## config.mk

```make
export PLATFORM = sky130hd
export DESIGN_NAME = router_ilck_arbiter
export DESIGN_NICKNAME = d
export VERILOG_FILES = /design/src/rtl/router_ilck_arbiter.sv
export SDC_FILE = /design/constraint.sdc
export NUM_CORES = 1
export LEC_CHECK = 0
export ABC_AREA = 0
export CELL_PAD_IN_SITES_DETAIL_PLACEMENT = 2
export CELL_PAD_IN_SITES_GLOBAL_PLACEMENT = 2
export CORE_MARGIN = 1.5
export CORE_UTILIZATION = 29
export CTS_BUF_LIST = sky130_fd_sc_hd__clkbuf_16
export CTS_CLUSTER_SIZE = 12
export DETAILED_ROUTE_END_ITERATION = 16
export GPL_TIMING_DRIVEN = 0
export PLACE_DENSITY_LB_ADDON = 0.08
export SLEW_MARGIN = 10
export SYNTH_ARGS = -nofsm -noshare
export SYNTH_HDL_FRONTEND = slang
export SYNTH_SLANG_ARGS = --single-unit
```

## constraint.sdc

```tcl
create_clock -name clk -period 2.45 [get_ports clk]
set_input_delay 0.49 -clock clk [delete_from_list [all_inputs] [get_ports clk]]
set_output_delay 0.49 -clock clk [all_outputs]
set_load 0.05 [all_outputs]
```

## src/rtl/router_ilck_arbiter.sv

```systemverilog
// ---------------------------------------------------------------------------
// router_ilck_arbiter
//
// Round-robin input-lock arbiter for one router output channel. It picks one
// of NUM_IN requesting input ports and keeps that port locked onto the output
// until the port's tail flit transfers or the owner has stalled for TIMEOUT
// cycles. grant, grant_idx and locked are registered and drive the slice's
// ILCK lock flops and the output mux select directly.
//
// Handshake: a flit moves on cycle c exactly when xfer is high on cycle c,
// that is, when the port is locked, the owner's req is high (valid) and
// out_ready is high (ready). Neither side may make valid depend on ready.
//
// Ports:
//   clk            rising-edge clock
//   reset          synchronous, active-high reset
//   req[NUM_IN]    per-port flit valid, held while a flit is pending
//   tail[NUM_IN]   per-port "current flit is the packet's last"
//   out_ready      downstream accepts a flit this cycle
//   grant[NUM_IN]  registered one-hot grant (all-zero when idle)
//   grant_idx      registered owner index (0 when idle)
//   locked         registered, high while a port owns the output
//   xfer           combinational flit-transfer strobe
//   timeout_pulse  registered one-cycle pulse on a forced release
//   state_dbg      current FSM state (0 = IDLE, 1 = LOCKED)
// ---------------------------------------------------------------------------
module router_ilck_arbiter #(
    parameter int NUM_IN  = 4,
    parameter int IDX_W   = 2,
    parameter int TIMEOUT = 15
) (
    input  logic              clk,
    input  logic              reset,
    input  logic [NUM_IN-1:0] req,
    input  logic [NUM_IN-1:0] tail,
    input  logic              out_ready,
    output logic [NUM_IN-1:0] grant,
    output logic [IDX_W-1:0]  grant_idx,
    output logic              locked,
    output logic              xfer,
    output logic              timeout_pulse,
    output logic              state_dbg
);

    typedef enum logic {
        S_IDLE   = 1'b0,
        S_LOCKED = 1'b1
    } state_t;

    // The stall counter releases the lock on the cycle it would reach
    // TIMEOUT, so the comparison is against TIMEOUT-1 of the current value.
    localparam logic [7:0]        STALL_LAST = 8'(TIMEOUT - 1);
    localparam logic [IDX_W-1:0]  PTR_RESET  = IDX_W'(NUM_IN - 1);
    localparam logic [NUM_IN-1:0] ONE_HOT0   = NUM_IN'(1);

    state_t            state;
    logic [IDX_W-1:0]  ptr;        // last owner; scan starts just after it
    logic [7:0]        stall_cnt;  // saturating count of owner-idle cycles

    logic              owner_req;
    logic              owner_tail;
    logic              found;
    logic [IDX_W-1:0]  sel;
    logic [IDX_W-1:0]  cand;

    assign owner_req  = req[grant_idx];
    assign owner_tail = tail[grant_idx];

    // grant_idx is 0 when unlocked, so gating with locked keeps xfer low
    // while idle even if port 0 is requesting.
    assign xfer      = locked & owner_req & out_ready;
    assign state_dbg = (state == S_LOCKED);

    // Round-robin pick: first requesting port at ptr+1, ptr+2, ... mod NUM_IN.
    // ptr itself is scanned last, so the previous owner has lowest priority.
    always_comb begin
        found = 1'b0;
        sel   = '0;
        cand  = '0;
        for (int i = 1; i <= NUM_IN; i++) begin
            cand = IDX_W'((int'(ptr) + i) % NUM_IN);
            if (!found && req[cand]) begin
                found = 1'b1;
                sel   = cand;
            end
        end
    end

    always_ff @(posedge clk) begin
        if (reset) begin
            state         <= S_IDLE;
            grant         <= '0;
            grant_idx     <= '0;
            locked        <= 1'b0;
            timeout_pulse <= 1'b0;
            ptr           <= PTR_RESET;
            stall_cnt     <= '0;
        end else begin
            timeout_pulse <= 1'b0;
            case (state)
                S_IDLE: begin
                    if (found) begin
                        state     <= S_LOCKED;
                        grant     <= ONE_HOT0 << sel;
                        grant_idx <= sel;
                        locked    <= 1'b1;
                        stall_cnt <= '0;
                    end
                end
                S_LOCKED: begin
                    if (xfer) begin
                        stall_cnt <= '0;
                        if (owner_tail) begin
                            // Packet complete: release and remember the owner.
                            state     <= S_IDLE;
                            grant     <= '0;
                            grant_idx <= '0;
                            locked    <= 1'b0;
                            ptr       <= grant_idx;
                        end
                    end else if (!owner_req) begin
                        if (stall_cnt >= STALL_LAST) begin
                            // Owner went quiet too long: force the release.
                            state         <= S_IDLE;
                            grant         <= '0;
                            grant_idx     <= '0;
                            locked        <= 1'b0;
                            ptr           <= grant_idx;
                            timeout_pulse <= 1'b1;
                        end else if (stall_cnt != 8'hFF) begin
                            stall_cnt <= stall_cnt + 8'd1;
                        end
                    end
                    // Owner valid but out_ready low is backpressure: the
                    // stall counter neither advances nor clears.
                end
            endcase
        end
    end

endmodule

```

# Word-level counts from Yosys, hierarchy flattened
# Index checks and enable logic that the tools add are counted.
[totals]
regBits = 19
input_bits = 11
out_inout_bits = 10
wordCells = 97
[classes]
addsub = 5
order_cmp = 6
n_eq_ne = 9
shifts = 1
muxes = 55
n_bitwise = 3
reduce_logical = 11
[op_table]
columns = ["op", "n"]
rows = [
  ["$mux W8", 5],
  ["$mux W2", 13],
  ["$mux W1", 21],
  ["$mux W4", 5],
  ["$pmux W8 S2", 1],
  ["$lt A2 B3 Y1 const B", 5],
  ["$bmux W1 S2", 6],
  ["$reduce_and A4 Y1", 3],
  ["$ne A3 B2 Y1 const B", 3],
  ["$add A8 B1 Y8 const B", 1],
  ["$ge A8 B4 Y1 const B", 1],
  ["$ne A8 B8 Y1 const B", 1],
  ["$pmux W4 S2", 1],
  ["$ne A3 B3 Y1 const B", 2],
  ["$add A2 B1 Y2 const B", 2],
  ["$add A2 B2 Y2 const B", 2],
  ["$ne A2 B2 Y1 const B", 2],
  ["$pmux W1 S2", 2],
  ["$pmux W2 S2", 1],
  ["$reduce_or A4 Y1", 1],
  ["$shl A1 B2 Y4 const A", 1],
  ["$logic_and A1 B1 Y1", 3],
  ["$logic_not A1 Y1", 3],
  ["$and A1 B1 Y1", 2],
  ["3 further kinds", 3],
]

# Longest topological paths before layout
[depth]
depth_word = 16
ltp_mapped = 8
mapped_depth_nobuf = 7

# Worst setup path before layout
# No wires, ideal clock.
[synth_timing]
path_type = "register to register"
from = "register grant_idx[0]"
to = "register grant[2]"
setup_ns = 0.070
t_arrival_ns = 2.278
required_ns = 2.380
slack_ns = 0.101
stages_incl_launch_ff = 7
n_path_buf = 1
path_cell_list = "dfxtp_1 > mux4_2 > or3_4 > and3_4 > buf_6 > nand3b_1 > a21oi_1"
[synth_via]
elab_chain_cells = 6
[synth_rtl]
columns = ["item", "line_no", "source"]
rows = [
  ["from (decl)", "38", "output logic [IDX_W-1:0] grant_idx,"],
  ["from (signal assigned)", "105", "grant_idx <= sel;"],
  ["$bmux W1 S2", "66", "assign owner_req = req[grant_idx];"],
  ["$mux W1 (not written as such)", "66", ""],
  ["$and A1 B1 Y1 (2 in series)", "71", "assign xfer = locked & owner_req & out_ready;"],
  ["$ne A3 B2 Y1 (no line), or another cell as far along", "--", ""],
  ["$reduce_and A4 Y1 (no line) or $pmux W4 S2 (tied branches)", "--", ""],
  ["to (signal assigned)", "104", "grant <= ONE_HOT0 << sel;"],
  ["to (decl)", "37", "output logic [NUM_IN-1:0] grant,"],
]
# Parallel ways exist; a longest one is shown, timed or not. The select of a mux whose other input is x is not followed.
# A chain may end at the register's enable or synchronous reset.

# Worst setup path in the final report
[layout_timing]
from = "input req[3]"
to = "output xfer"
[layout_via]
elab_chain_cells = 4
[layout_rtl]
columns = ["item", "line_no", "source"]
rows = [
  ["from (decl)", "34", "input logic [NUM_IN-1:0] req,"],
  ["$bmux W1 S2", "66", ""],
  ["$mux W1 (not written as such)", "66", ""],
  ["$and A1 B1 Y1 (2 in series)", "71", ""],
  ["to (decl)", "40", "output logic xfer,"],
]
# Every way passes these cells. The select of a mux whose other input is x is not followed.

==> results.md <==
- Summed over all nets, wire length on met2 after detailed routing comes to 1320 µm.
- The worst setup path endpoint is xfer.
- The total placed cells including tap cells is about 170.
- The largest clock skew in the final design is 0.000843 ns.
- The floorplan step defined a die boundary enclosing ~3600 µm².
- The time the final worst path needs with I/O delays and setup is 2.23 ns.
- The post-synthesis cell area is ~940 µm².
- The total negative setup slack is 0 ns.
- The I/O pin count is 21.
- For this block, wires on met1 add up to ~1400 µm.
- Traced cell by cell, the critical path runs through dlygate4sd2_1 -> mux4_2 -> and2_2 -> buf_2.
- At the end of routability-driven placement, the weighted congestion stood at 0.700.
- The top routing layer in use is met4.
- Dividing total power by cell area gives a power density of around 700 nW/µm².
- The number of rows created at floorplan is 20.
- The detailed placer's ending HPWL is 2120 µm.
- The largest individual stage delay along the critical path comes from the cell mux4_2.
- Setup repair after global routing left no endpoint under its margin.
- The later-pin clock latency in the skew report is between 0.2 and 0.3 ns.
- The vertical extent of the die is around 60 µm.
- The region available for standard cell placement spans between 3000 and 4000 µm².
- The number of DRC violations after detailed routing is 0.
- The total congestion overflow is 0.
- The relative area change from synthesis to final layout is 36.2%.
- The worst setup path startpoint is req[3].
- The proportion of layout cells with a drive suffix above 1 is between 10% and 20%.
- In the finished design, the share of the clock period the worst path needs comes to between 90% and 100%.
- The synthesized design contains 0 enable-type register cells.
- The largest area contributor in the netlist is dfxtp_1.
- Once layout is done, the placed cells without fillers occupy 1280 µm².
- The synthesized design contains 19 register bits.
- The synthesized net count is roughly 110.
- The worst register-to-register path begins at grant_idx[0].
- The worst setup path is launched from an input pin.
- The clock passes through at most 2 buffers.
- The reported leakage power is roughly 0.5 nW.
- The final wirelength is about 2800 µm.
- After detailed placement, the total cell area comes to between 1000 and 1500 µm².
- The count of buffers added on input and output ports is 20.
- Clock-pin slew was measured on the worst setup and hold paths at roughly 0.060 ns.
- The tightest hold path in the finished design has a slack of about 0.46 ns.
- The number of max-slew violations in the final report is 0.
- In the final design database the tool counted 140 nets.
- The worst hold path belongs to the class flip-flop to flip-flop.
- For flop-to-flop paths, the worst setup slack is around 0.31 ns.
- Across every metal layer, demand over resource in global routing totals a little under a fifth.
- The hold buffer count at CTS is 0.
- The max-slew headroom at the worst pin is about half.
- Data arrives at the worst endpoint at approximately 1.7 ns.
- The starting DRC count in detailed routing is 46.
- The data required time of the worst path is slightly below 2 ns.
- The total clock sinks is 19.
- The detailed-route via count is 873.
- The starting density of the core is roughly 30%.
- Summing the sequential cell areas from Yosys gives between 40 and 50% of the chip area.
- The count of maximum capacitance violations is 0.
- The root buffer cell is clkbuf_16.
- The pin count of the biggest net entering global routing is 12.
- The amount of wire on met3 after detailed routing is ~75 µm.
- Of all nets on the critical path, the largest fanout is 6.
- The number of hold violations in the final report is 0.
- The first global-routing pass estimated 4640 µm of wire.
- The number of cells on the worst reg-to-reg path is 6.
- The width of the die is 60.0 µm.
- The number of detailed-routing iterations run before antenna repair is 4.
- In this design, the stage delay of the slowest critical-path cell is 0.53 ns.
- The layout has approximately 360 filler cells.
- In the synthesized netlist, the number of instances is about 100.
- The repair_antennas step left the layout with diodes totalling 0.
- The CTS buffer count is 3.
- The TritonCTS clock tree is yes.
- The portion of synthesized cell area occupied by the leading cell type is just over 40%.
- The worst setup path is captured at an output pin.
- The fraction of synthesis flops using an asynchronous set or reset pin is 0%.
- In the post-synthesis netlist, the biggest area contributors are dfxtp_1 (40%), nand3b_1 (6.4%), nor2_1 (4.4%), a21oi_1 (4.2%), nand2b_1 (3.3%).
- The unique cell type count in the Yosys netlist is 37.
- The detailed-route vias per instance is a little over 5.
- The most used flip-flop cell after synthesis is dfxtp_1.
- The maximum frequency from static timing analysis is 448 MHz.
- The flow ran to the end, and the final reports show no timing, DRC or antenna violations.
- The number of synthesis warnings is 0.
- The final setup violation count is 0.
- The transition time at the pin with the least slew margin is ~0.75 ns.
- The number of nets still failing antenna checks after routing is 0.
- The mean instance size in the synthesized netlist is roughly 9.3 µm².
- The average wire per standard cell is 16.6 µm.
- The number of levels the H-tree was split into is 1.
- Across the VDD grid, the largest voltage drop is just under 0.0003 V.
- In this run the critical register-to-register path is captured at grant[2].
- The setup path with the least slack is of type input pin to output pin.
- The via count of the first global-routing pass is about 950.
- The final cell count without fillers is 170.
- The number of antenna violations at the first check in global routing came to 0.
[area by class of cell]
| class | instances | area [µm²] | area share, % |
|---|---|---|---|
| timing repair buffer | 21 | 201 | 15.7 |
| clock inverter | 1 | 5.00 | 0.389 |
| clock buffer | 3 | 75.1 | 5.84 |
| tap | 44 | 55.1 | 4.28 |
| buffer | 2 | 15.0 | 1.17 |
| inverter | 3 | 11.3 | 0.876 |
| sequential | 19 | 380 | 29.6 |
| multi-input combinational | 77 | 542 | 42.2 |
[placed cells by master (no fill, tap or decap), types with 3 or more instances in the layout]
cell             instances
nor3_1                   4
nor2_1                  11
o21a_1                   3
a21oi_1                  8
inv_1                    3
and2_1                   3
dlygate4sd2_1            3
clkbuf_16                3
dfxtp_1                 19
nand2b_1                 5
o22ai_1                  3
clkdlybuf4s50_1         15
nand3b_1                 8
[kinds of logic after synthesis]
logic type | Yosys count | synth area share [%]
AO/OA/AOI/OAI | 26 | 18.8
XOR/XNOR | 2 | 1.86
adder cells (fa/ha/maj) | 2 | 2.65
buffers and inverters | 5 | 2.78
flip-flops | 19 | 40.3
multiplexers | 2 | 5.17
AND/OR/NAND/NOR | 45 | 28.4
[through the flow]
step	utilization, %	worst slack (ns)	power, mW
finish	41.7	0.217	0.901
global route	41.7	0.169	0.940
CTS	41.5	0.00426	0.907
detailed placement	38.9	-0.558	0.564
global placement	38.9	-0.504	0.557
floorplan	-	0.101	0.485
[power breakdown]
group / internal (mW) / switching (mW)
registers: 0.328 / 0.0207
logic: 0.0877 / 0.122
clock network: 0.219 / 0.124
total: 0.635 / 0.266
[cells in the mapped netlist (2+ instances only)]
master / n
a211oi_1: 2
o21ai_0: 2
ha_1: 2
o22ai_1: 3
xnor2_1: 2
nand2_1: 2
nand3_1: 2
inv_1: 3
and2_1: 3
dfxtp_1: 19
nor2_1: 11
nand2b_1: 5
nand3b_1: 8
a21oi_1: 8
nor3_1: 5
o21a_1: 3
[what timing repair did]
action                                  4_1_cts  5_1_grt
endpoints found under the setup margin        3       10
buffers inserted                              1        0
resized for setup                             8        3
[routing by layer]
metal  vias to the layer above  global-route usage, %
li1                        422                      -
met2                        15                   29.3
met1                       429                   22.9
met5                         -                      0
met4                         0                   8.89
met3                         7                   3.46
[worst min path at each step]
| stage | from | endpoint | slack [ns] | cells past startpoint |
|---|---|---|---|---|
| 2_1_floorplan | stall_cnt[7] | stall_cnt[7] | 0.43 | 1 |
| 3_3_place_gp | stall_cnt[6] | stall_cnt[6] | 0.45 | 1 |
| 3_5_place_dp | stall_cnt[7] | stall_cnt[7] | 0.45 | 1 |
| 4_1_cts | stall_cnt[7] | stall_cnt[7] | 0.47 | 1 |
| 5_1_grt | stall_cnt[7] | stall_cnt[7] | 0.48 | 1 |
| 6_report | stall_cnt[7] | stall_cnt[7] | 0.46 | 1 |
[state kept, by name, indices dropped and copies added, names as in the netlist]
signal / flops
state_dbg: 1
grant_idx: 2
ptr: 2
grant: 4
timeout_pulse: 1
locked: 1
stall_cnt: 8
[critical path, delay by kind of cell]
| kind | cells | cell delay [ns] |
|---|---|---|
| buffers and inverters | 2 | 0.50 |
| multiplexers | 1 | 0.53 |
| AND/OR/NAND/NOR | 1 | 0.22 |
Power figures use the tool's default switching activity.
